File: config.mk
export PLATFORM = sky130hd
export DESIGN_NAME = round_ctrl
export DESIGN_NICKNAME = d
export VERILOG_FILES = /design/src/rtl/round_ctrl.sv
export SDC_FILE = /design/constraint.sdc
export NUM_CORES = 1
export LEC_CHECK = 0
export BUFFER_PORTS_ARGS = -buffer_cell sky130_fd_sc_hd__buf_2
export CAP_MARGIN = 20
export CORE_AREA = 2 2 154 156
export DETAILED_ROUTE_END_ITERATION = 6
export DIE_AREA = 0 0 156 158
export GPL_TIMING_DRIVEN = 0
export HOLD_SLACK_MARGIN = 0.08
export PLACE_DENSITY_LB_ADDON = 0.1
export SETUP_SLACK_MARGIN = 0.5
export SYNTH_ARGS = -nofsm -noshare
export SYNTH_HDL_FRONTEND = slang
export SYNTH_SLANG_ARGS = --single-unit
File: constraint.sdc
create_clock -name clk_i -period 2 [get_ports clk_i]
set_input_delay 0 -clock clk_i [delete_from_list [all_inputs] [get_ports clk_i]]
set_output_delay 0 -clock clk_i [all_outputs]
set_load 0.02 [all_outputs]
File: src/rtl/round_ctrl.sv
// Feistel round sequencer: loads a block, drives R to the external f-function,
// applies ROUNDS rounds and emits the swapped result with a one-cycle done pulse.
// Optional macro ROUND_CTRL_STALL_EN adds f_valid_i to stall rounds.
module round_ctrl #(
  parameter int ROUNDS = 16
) (
  input  logic         clk_i,
  input  logic         rst_i,
  input  logic         start_i,
  input  logic [127:0] data_in_i,
  input  logic [63:0]  f_in_i,
`ifdef ROUND_CTRL_STALL_EN
  input  logic         f_valid_i,
`endif
  output logic [63:0]  r_out_o,
  output logic [3:0]   round_idx_o,
  output logic         busy_o,
  output logic         done_o,
  output logic [127:0] data_out_o
);

  typedef enum logic [1:0] {
    S_IDLE = 2'd0,
    S_RUN  = 2'd1,
    S_DONE = 2'd2
  } state_e;

  localparam logic [3:0] LAST_IDX = 4'(ROUNDS - 1);

  state_e       state_q, state_d;
  logic [63:0]  l_q, l_d;
  logic [63:0]  r_q, r_d;
  logic [3:0]   idx_q, idx_d;
  logic [127:0] dout_q, dout_d;
  logic         done_q, done_d;
  logic         busy_q, busy_d;
  logic         adv_s;
  logic [63:0]  new_r_s;

`ifdef ROUND_CTRL_STALL_EN
  assign adv_s = f_valid_i;
`else
  assign adv_s = 1'b1;
`endif

  assign new_r_s = l_q ^ f_in_i;

  always_comb begin
    state_d = state_q;
    l_d     = l_q;
    r_d     = r_q;
    idx_d   = idx_q;
    dout_d  = dout_q;
    done_d  = 1'b0;
    case (state_q)
      S_IDLE: begin
        if (start_i) begin
          l_d     = data_in_i[127:64];
          r_d     = data_in_i[63:0];
          idx_d   = 4'd0;
          state_d = S_RUN;
        end else begin
          state_d = S_IDLE;
        end
      end
      S_RUN: begin
        if (adv_s) begin
          l_d = r_q;
          r_d = new_r_s;
          if (idx_q == LAST_IDX) begin
            // final swap: {new R, new L}
            dout_d  = {new_r_s, r_q};
            idx_d   = 4'd0;
            state_d = S_DONE;
          end else begin
            idx_d = idx_q + 4'd1;
          end
        end else begin
          state_d = S_RUN;
        end
      end
      S_DONE: begin
        // done pulse is registered, so it appears as the FSM returns to IDLE
        done_d  = 1'b1;
        state_d = S_IDLE;
      end
      default: begin
        state_d = S_IDLE;
      end
    endcase
    busy_d = (state_d != S_IDLE);
  end

  always_ff @(posedge clk_i) begin
    if (rst_i) begin
      state_q <= S_IDLE;
      l_q     <= 64'd0;
      r_q     <= 64'd0;
      idx_q   <= 4'd0;
      dout_q  <= 128'd0;
      done_q  <= 1'b0;
      busy_q  <= 1'b0;
    end else begin
      state_q <= state_d;
      l_q     <= l_d;
      r_q     <= r_d;
      idx_q   <= idx_d;
      dout_q  <= dout_d;
      done_q  <= done_d;
      busy_q  <= busy_d;
    end
  end

  assign r_out_o     = r_q;
  assign round_idx_o = idx_q;
  assign busy_o      = busy_q;
  assign done_o      = done_q;
  assign data_out_o  = dout_q;

endmodule

# --- Word level (Yosys, flattened, before mapping) ---
# Index checks and enable logic that the tools add are counted.
totals:
  wordCells: 29
  ff_bits: 264
  output_inout_bits: 198
  input_bits: 195
op_classes:
  bitwise: 1
  eq_ne: 4
  n_addsub: 1
  n_mux: 11
  reduce_logical: 5
op_table:
  columns: ["operator", "n"]
  rows:
  - ["case mux 64 bit (2 select lines)", 2]
  - ["2-to-1 mux 64 bit", 2]
  - ["bitwise XOR 64 bit", 1]
  - ["2-to-1 mux 4 bit", 2]
  - ["case mux 4 bit (2 select lines)", 1]
  - ["adder 4 x 1 -> 4 bit, second input constant", 1]
  - ["== test 4 bit, second input constant", 1]
  - ["case mux 2 bit (2 select lines)", 1]
  - ["AND reduction 2 bit", 2]
  - ["nonzero test 2 bit", 2]
  - ["== test 2 x 1 -> 1 bit, second input constant", 1]
  - ["== test 2 bit, second input constant", 1]
  - ["logical NOT 2 bit", 1]
  - ["2-to-1 mux 1 bit", 2]
  - ["2-to-1 mux 2 bit", 1]
  - ["!= test 2 bit, second input constant", 1]

# --- Longest topological paths before layout ---
depth:
  ltp_word: 4
  depth_mapped: 7
  ltp_nobuf: 4

# --- Least setup slack after synthesis ---
# Ideal clock, no wire load.
synth_path:
  path_kind: "register -> register"
  from: "register idx_q[0] (netlist: round_idx_o[0])"
  to: "register dout_q[57] (netlist: data_out_o[57])"
  slack_ns: 0.336
  t_arrival_ns: 1.594
  path_stages_with_launch: 7
  n_path_buf: 2
  synth_period_minus_slack_ns: 1.664
  t_required_ns: 1.930
  setup_time_ns: 0.070
  path_cell_list: "dfxtp_1 > ha_1 > and3_1 > buf_2 > buf_1 > nand3_1 > a21oi_1"
synth_via:
  elab_chain_len: 2
synth_lines:
  columns: ["element", "line", "text"]
  rows:
  - ["from (decl)", "33", "logic [3:0] idx_q, idx_d;"]
  - ["from (signal assigned)", "107", "idx_q <= idx_d;"]
  - ["== test 4 bit", "70", "if (idx_q == LAST_IDX) begin"]
  - ["AND reduction 2 bit (no line)", null, null]
  - ["to (signal assigned)", "108", "dout_q <= dout_d;"]
  - ["to (decl)", "34", "logic [127:0] dout_q, dout_d;"]
# Every way passes these cells.
# A chain may end at the register's enable or synchronous reset.

# --- Worst setup path after layout ---
layout_path:
  from: "register state_q[1]"
  to: "register r_q[2] (netlist: r_out_o[2])"
layout_via:
  elab_chain_len: 3
  elab_cells_between_ends: 6
  classes_between: "eq/ne: 2; mux: 1; reduce/logical: 3"
layout_lines:
  columns: ["element", "line", "text"]
  rows:
  - ["from (decl)", "30", "state_e state_q, state_d;"]
  - ["from (signal assigned)", "104", "state_q <= state_d;"]
  - ["== test 2 x 1 -> 1 bit / logical NOT 2 bit (equally long branches)", "55", "case (state_q)"]
  - ["nonzero test 2 bit (no line) / != test 2 bit (equally long branches)", null, null]
  - ["AND reduction 2 bit (no line)", null, null]
  - ["to (signal assigned)", "106", "r_q <= r_d;"]
  - ["to (decl)", "32", "logic [63:0] r_q, r_d;"]
# Several ways; a longest one is shown, not always the timed one.

==> flow_metrics.env <==
export IMPL_outcome="complete, no violations"
export IMPL_worstPathMaxFanout=10
export IMPL_timing_worst_slew_pin_value_ns=0.705
export IMPL_die_x_um=156
export IMPL_top_layer="met5"
export IMPL_clock_latency_ns=0.55
export IMPL_synth_main_ff_cell="dfxtp_1"
export IMPL_total_congestion_overflow_after_global_routing=0
export IMPL_finalCritPeriodShare=0.789
export IMPL_path_delay_family="buffers and inverters"
export IMPL_critical_path_required_ns=2.49
export IMPL_synth_top_area_cell="dfxtp_1"
export IMPL_power_leakage_nw=7.42
export IMPL_max_cap_violations=0
export IMPL_wl_met2_mm=21.5
export IMPL_route_final_wire_length_mm=44.3
export IMPL_cts_tree="done"
export IMPL_io_pins=393
export IMPL_maxSlewViolCount=0
export IMPL_wl_per_cell_um=20.7
export IMPL_synth_to_layout_area_growth_pct=66.3
export IMPL_ctsHtreeMaxLevel=1
export IMPL_timing_clock_skew_ns=0.00739
export IMPL_starting_density_of_the_core=0.455
export IMPL_dieHeight_um=158
export IMPL_route_antenna_remaining_nets=0
export IMPL_clock_fmax_mhz=634
export IMPL_m1WireLength_mm=17.7
export IMPL_cts_buffers_inserted=29
export IMPL_post_synth_main_area_contributors="dfxtp_1, nor2_1, a21oi_1, a221o_1, xnor2_1"
export IMPL_routed_via_count=12100
export IMPL_detailedRoute_firstIterationViolations=832
export IMPL_grt_max_degree=14
export IMPL_cp_slowest_cell="or3b_4"
export IMPL_edff_count_synth=0
export IMPL_synth_cell_area_um2=10500
export IMPL_layout_core_utilization=0.756
export IMPL_synth_seq_area_share=0.504
export IMPL_track_usage=0.326
export IMPL_cts_sink_count=264
export IMPL_timing_final_hold_violations=0
export IMPL_clk_pin_slew_worst_paths_ns=0.06
export IMPL_syn_area_per_cell_um2=8.83
export IMPL_worst_hold_slack_ns=0.158
export IMPL_postSynthNetCount=1383
export IMPL_endpoint_kind="flip-flop"
export IMPL_vias_in_the_first_global_route=11700
export IMPL_dr_pass1_iters=5
export IMPL_root_buffer="clkbuf_16"
export IMPL_drc=0
export IMPL_asyncSetResetFlopFracSynth=0
export IMPL_detailedPlacementHpwl_mm=29.0
export IMPL_worst_ep_arrival_ns=2.07
export IMPL_setup_crit_path_kind="flip-flop to flip-flop"
export IMPL_core_um2=23100
export IMPL_path_cells="buf_8, or3b_4, buf_8, buf_12, buf_4, nor2_2, a221o_1"
export IMPL_crit_path_frequent_cell="buf_8"
export IMPL_gate_count_post_synth=1187
export IMPL_drive_gt1_frac=0.375
export IMPL_post_route_min_period_ns=1.58
export IMPL_yosys_cell_types_count=32
export IMPL_post_drt_via_cell_ratio=5.63
export IMPL_synth_most_common_cell="dfxtp_1"
export IMPL_setup_viol_count_final=0
export IMPL_crit_path_start_kind="flip-flop"
export IMPL_initial_antenna_violation_count=2
export IMPL_irDropWorstVdd_mv=0.590
export IMPL_min_path_type="input port to flip-flop"
export IMPL_pwr_density_cell_nw_per_um2=805
export IMPL_ys_top_cells_by_count="dfxtp_1, nor2_1, a21oi_1"
export IMPL_yosys_area_top_type_share=0.504
export IMPL_ys_ff_latch=264
export IMPL_largest_stage_delay_worst_path_ns=0.38
export IMPL_path_buf_inv=4
export IMPL_wire_length_of_the_first_global_routing_pass_mm=63.5
export IMPL_slew_headroom=0.530
export IMPL_final_nets=2027
export IMPL_placementRows=56
export IMPL_ys_warn_count=0
export IMPL_routabilityCongestion=0.821
export IMPL_rsz0062_at_grt="true"
export IMPL_input_output_buffers=392
export IMPL_ctsLongestPathBuffers=3
export IMPL_total_die_area_um2=24600
export IMPL_met3RoutedLength_mm=3.09
## flip-flops by register name (all words and copies together) (netlist names)
signal,cells
l_q,64
busy_o,1
data_out_o,128
r_out_o,64
state_q,2
done_o,1
round_idx_o,4
## layer usage
metal,up-vias,track usage
met3,127,0.0580
met4,2,0.151
met2,546,0.562
li1,5601,-
met1,5781,0.398
met5,-,0
## layout by cell type, fill, tap and decap left out, types with 2 or more instances in the layout
cell and n:
bufinv_16 3, clkbuf_8 11, o21ai_1 27, clkbuf_1 24, a221o_1 64, nand3_1 66
dlygate4sd3_1 193, dfxtp_1 259, dfxtp_2 3, o21ai_0 39, xnor2_1 64, nor2_1 116
nor3_2 6, buf_8 19, nor2_2 45, clkbuf_2 11, buf_4 28, or3b_4 2
buf_2 399, clkbuf_4 8, nor2_4 34, buf_12 16, nor4_1 64, nor3b_1 2
a211oi_1 40, a211oi_2 24, dfxtp_4 2, clkinv_2 9, clkbuf_16 42, nor3_1 61
buf_6 24, a21oi_1 131
## metrics by stage
step	std cells	instance area (um2)	power [W]	setup TNS (ns)	setup slack [ns]
finish	2143	17400	0.0140	0	0.423
floorplan	1187	10500	0.00694	0	0.486
CTS	2123	16300	0.0137	0	0.439
global placement	1869	12800	0.00765	-13.09	-0.207
detailed placement	1869	12800	0.00767	-11.57	-0.208
global route	2143	17400	0.0145	0	0.378
## tightest hold or removal path: stages
cell     delay (ns)
buf_2          0.12
o21ba_4        0.25
buf_12         0.16
a221o_1        0.15
## cell families after synthesis
| group | synth area share |
|---|---|
| AND/OR/NAND/NOR | 0.182 |
| AO/OA/AOI/OAI | 0.204 |
| flip-flops | 0.504 |
| buffers and inverters | 0.0550 |
| XOR/XNOR | 0.0535 |
| adder cells (fa/ha/maj) | 0.00119 |
## where the power goes
part           total [W]  internal, W  switching [W]
registers        0.00583      0.00554       0.000288
logic            0.00255      0.00123        0.00132
clock network    0.00566      0.00342        0.00224
## worst paths after layout
| path | start | to | slack, ns | cells past startpoint |
|---|---|---|---|---|
| setup / recovery | state_q[1]$_SDFF_PP0_ | r_out_o[2]$_SDFFE_PP0P_ | 0.42 | 7 |
| hold / removal | rst_i | r_out_o[63]$_SDFFE_PP0P_ | 0.16 | 4 |
| setup reg to reg | state_q[1]$_SDFF_PP0_ | r_out_o[2]$_SDFFE_PP0P_ | 0.42 | 7 |
| hold reg to reg | data_out_o[48]$_SDFFE_PP0P_ | data_out_o[48]$_SDFFE_PP0P_ | 0.47 | 2 |
## what timing repair did
| action | 4_1_cts | 5_1_grt |
|---|---|---|
| buffers inserted | 7 | 6 |
| hold buffers | 193 | 0 |
| cloned | 2 | 13 |
| setup endpoints to repair | 257 | 254 |
| hold endpoints to repair | 194 | 0 |
| pin swaps | 3 | 61 |
| resized for setup | 151 | 274 |
## layout make-up
| class | count | area, um2 |
|---|---|---|
| fillers | 1642 | 5620 |
| flip-flops and latches | 264 | 5300 |
| multi-input cells | 800 | 5210 |
| repair buffers | 613 | 4350 |
| plain buffers | 123 | 1200 |
| clock buffers | 40 | 877 |
| well taps | 290 | 363 |
| clock inverters | 12 | 135 |
| diodes | 1 | 2.50 |
Note: power is estimated with default switching activity, not from simulation.
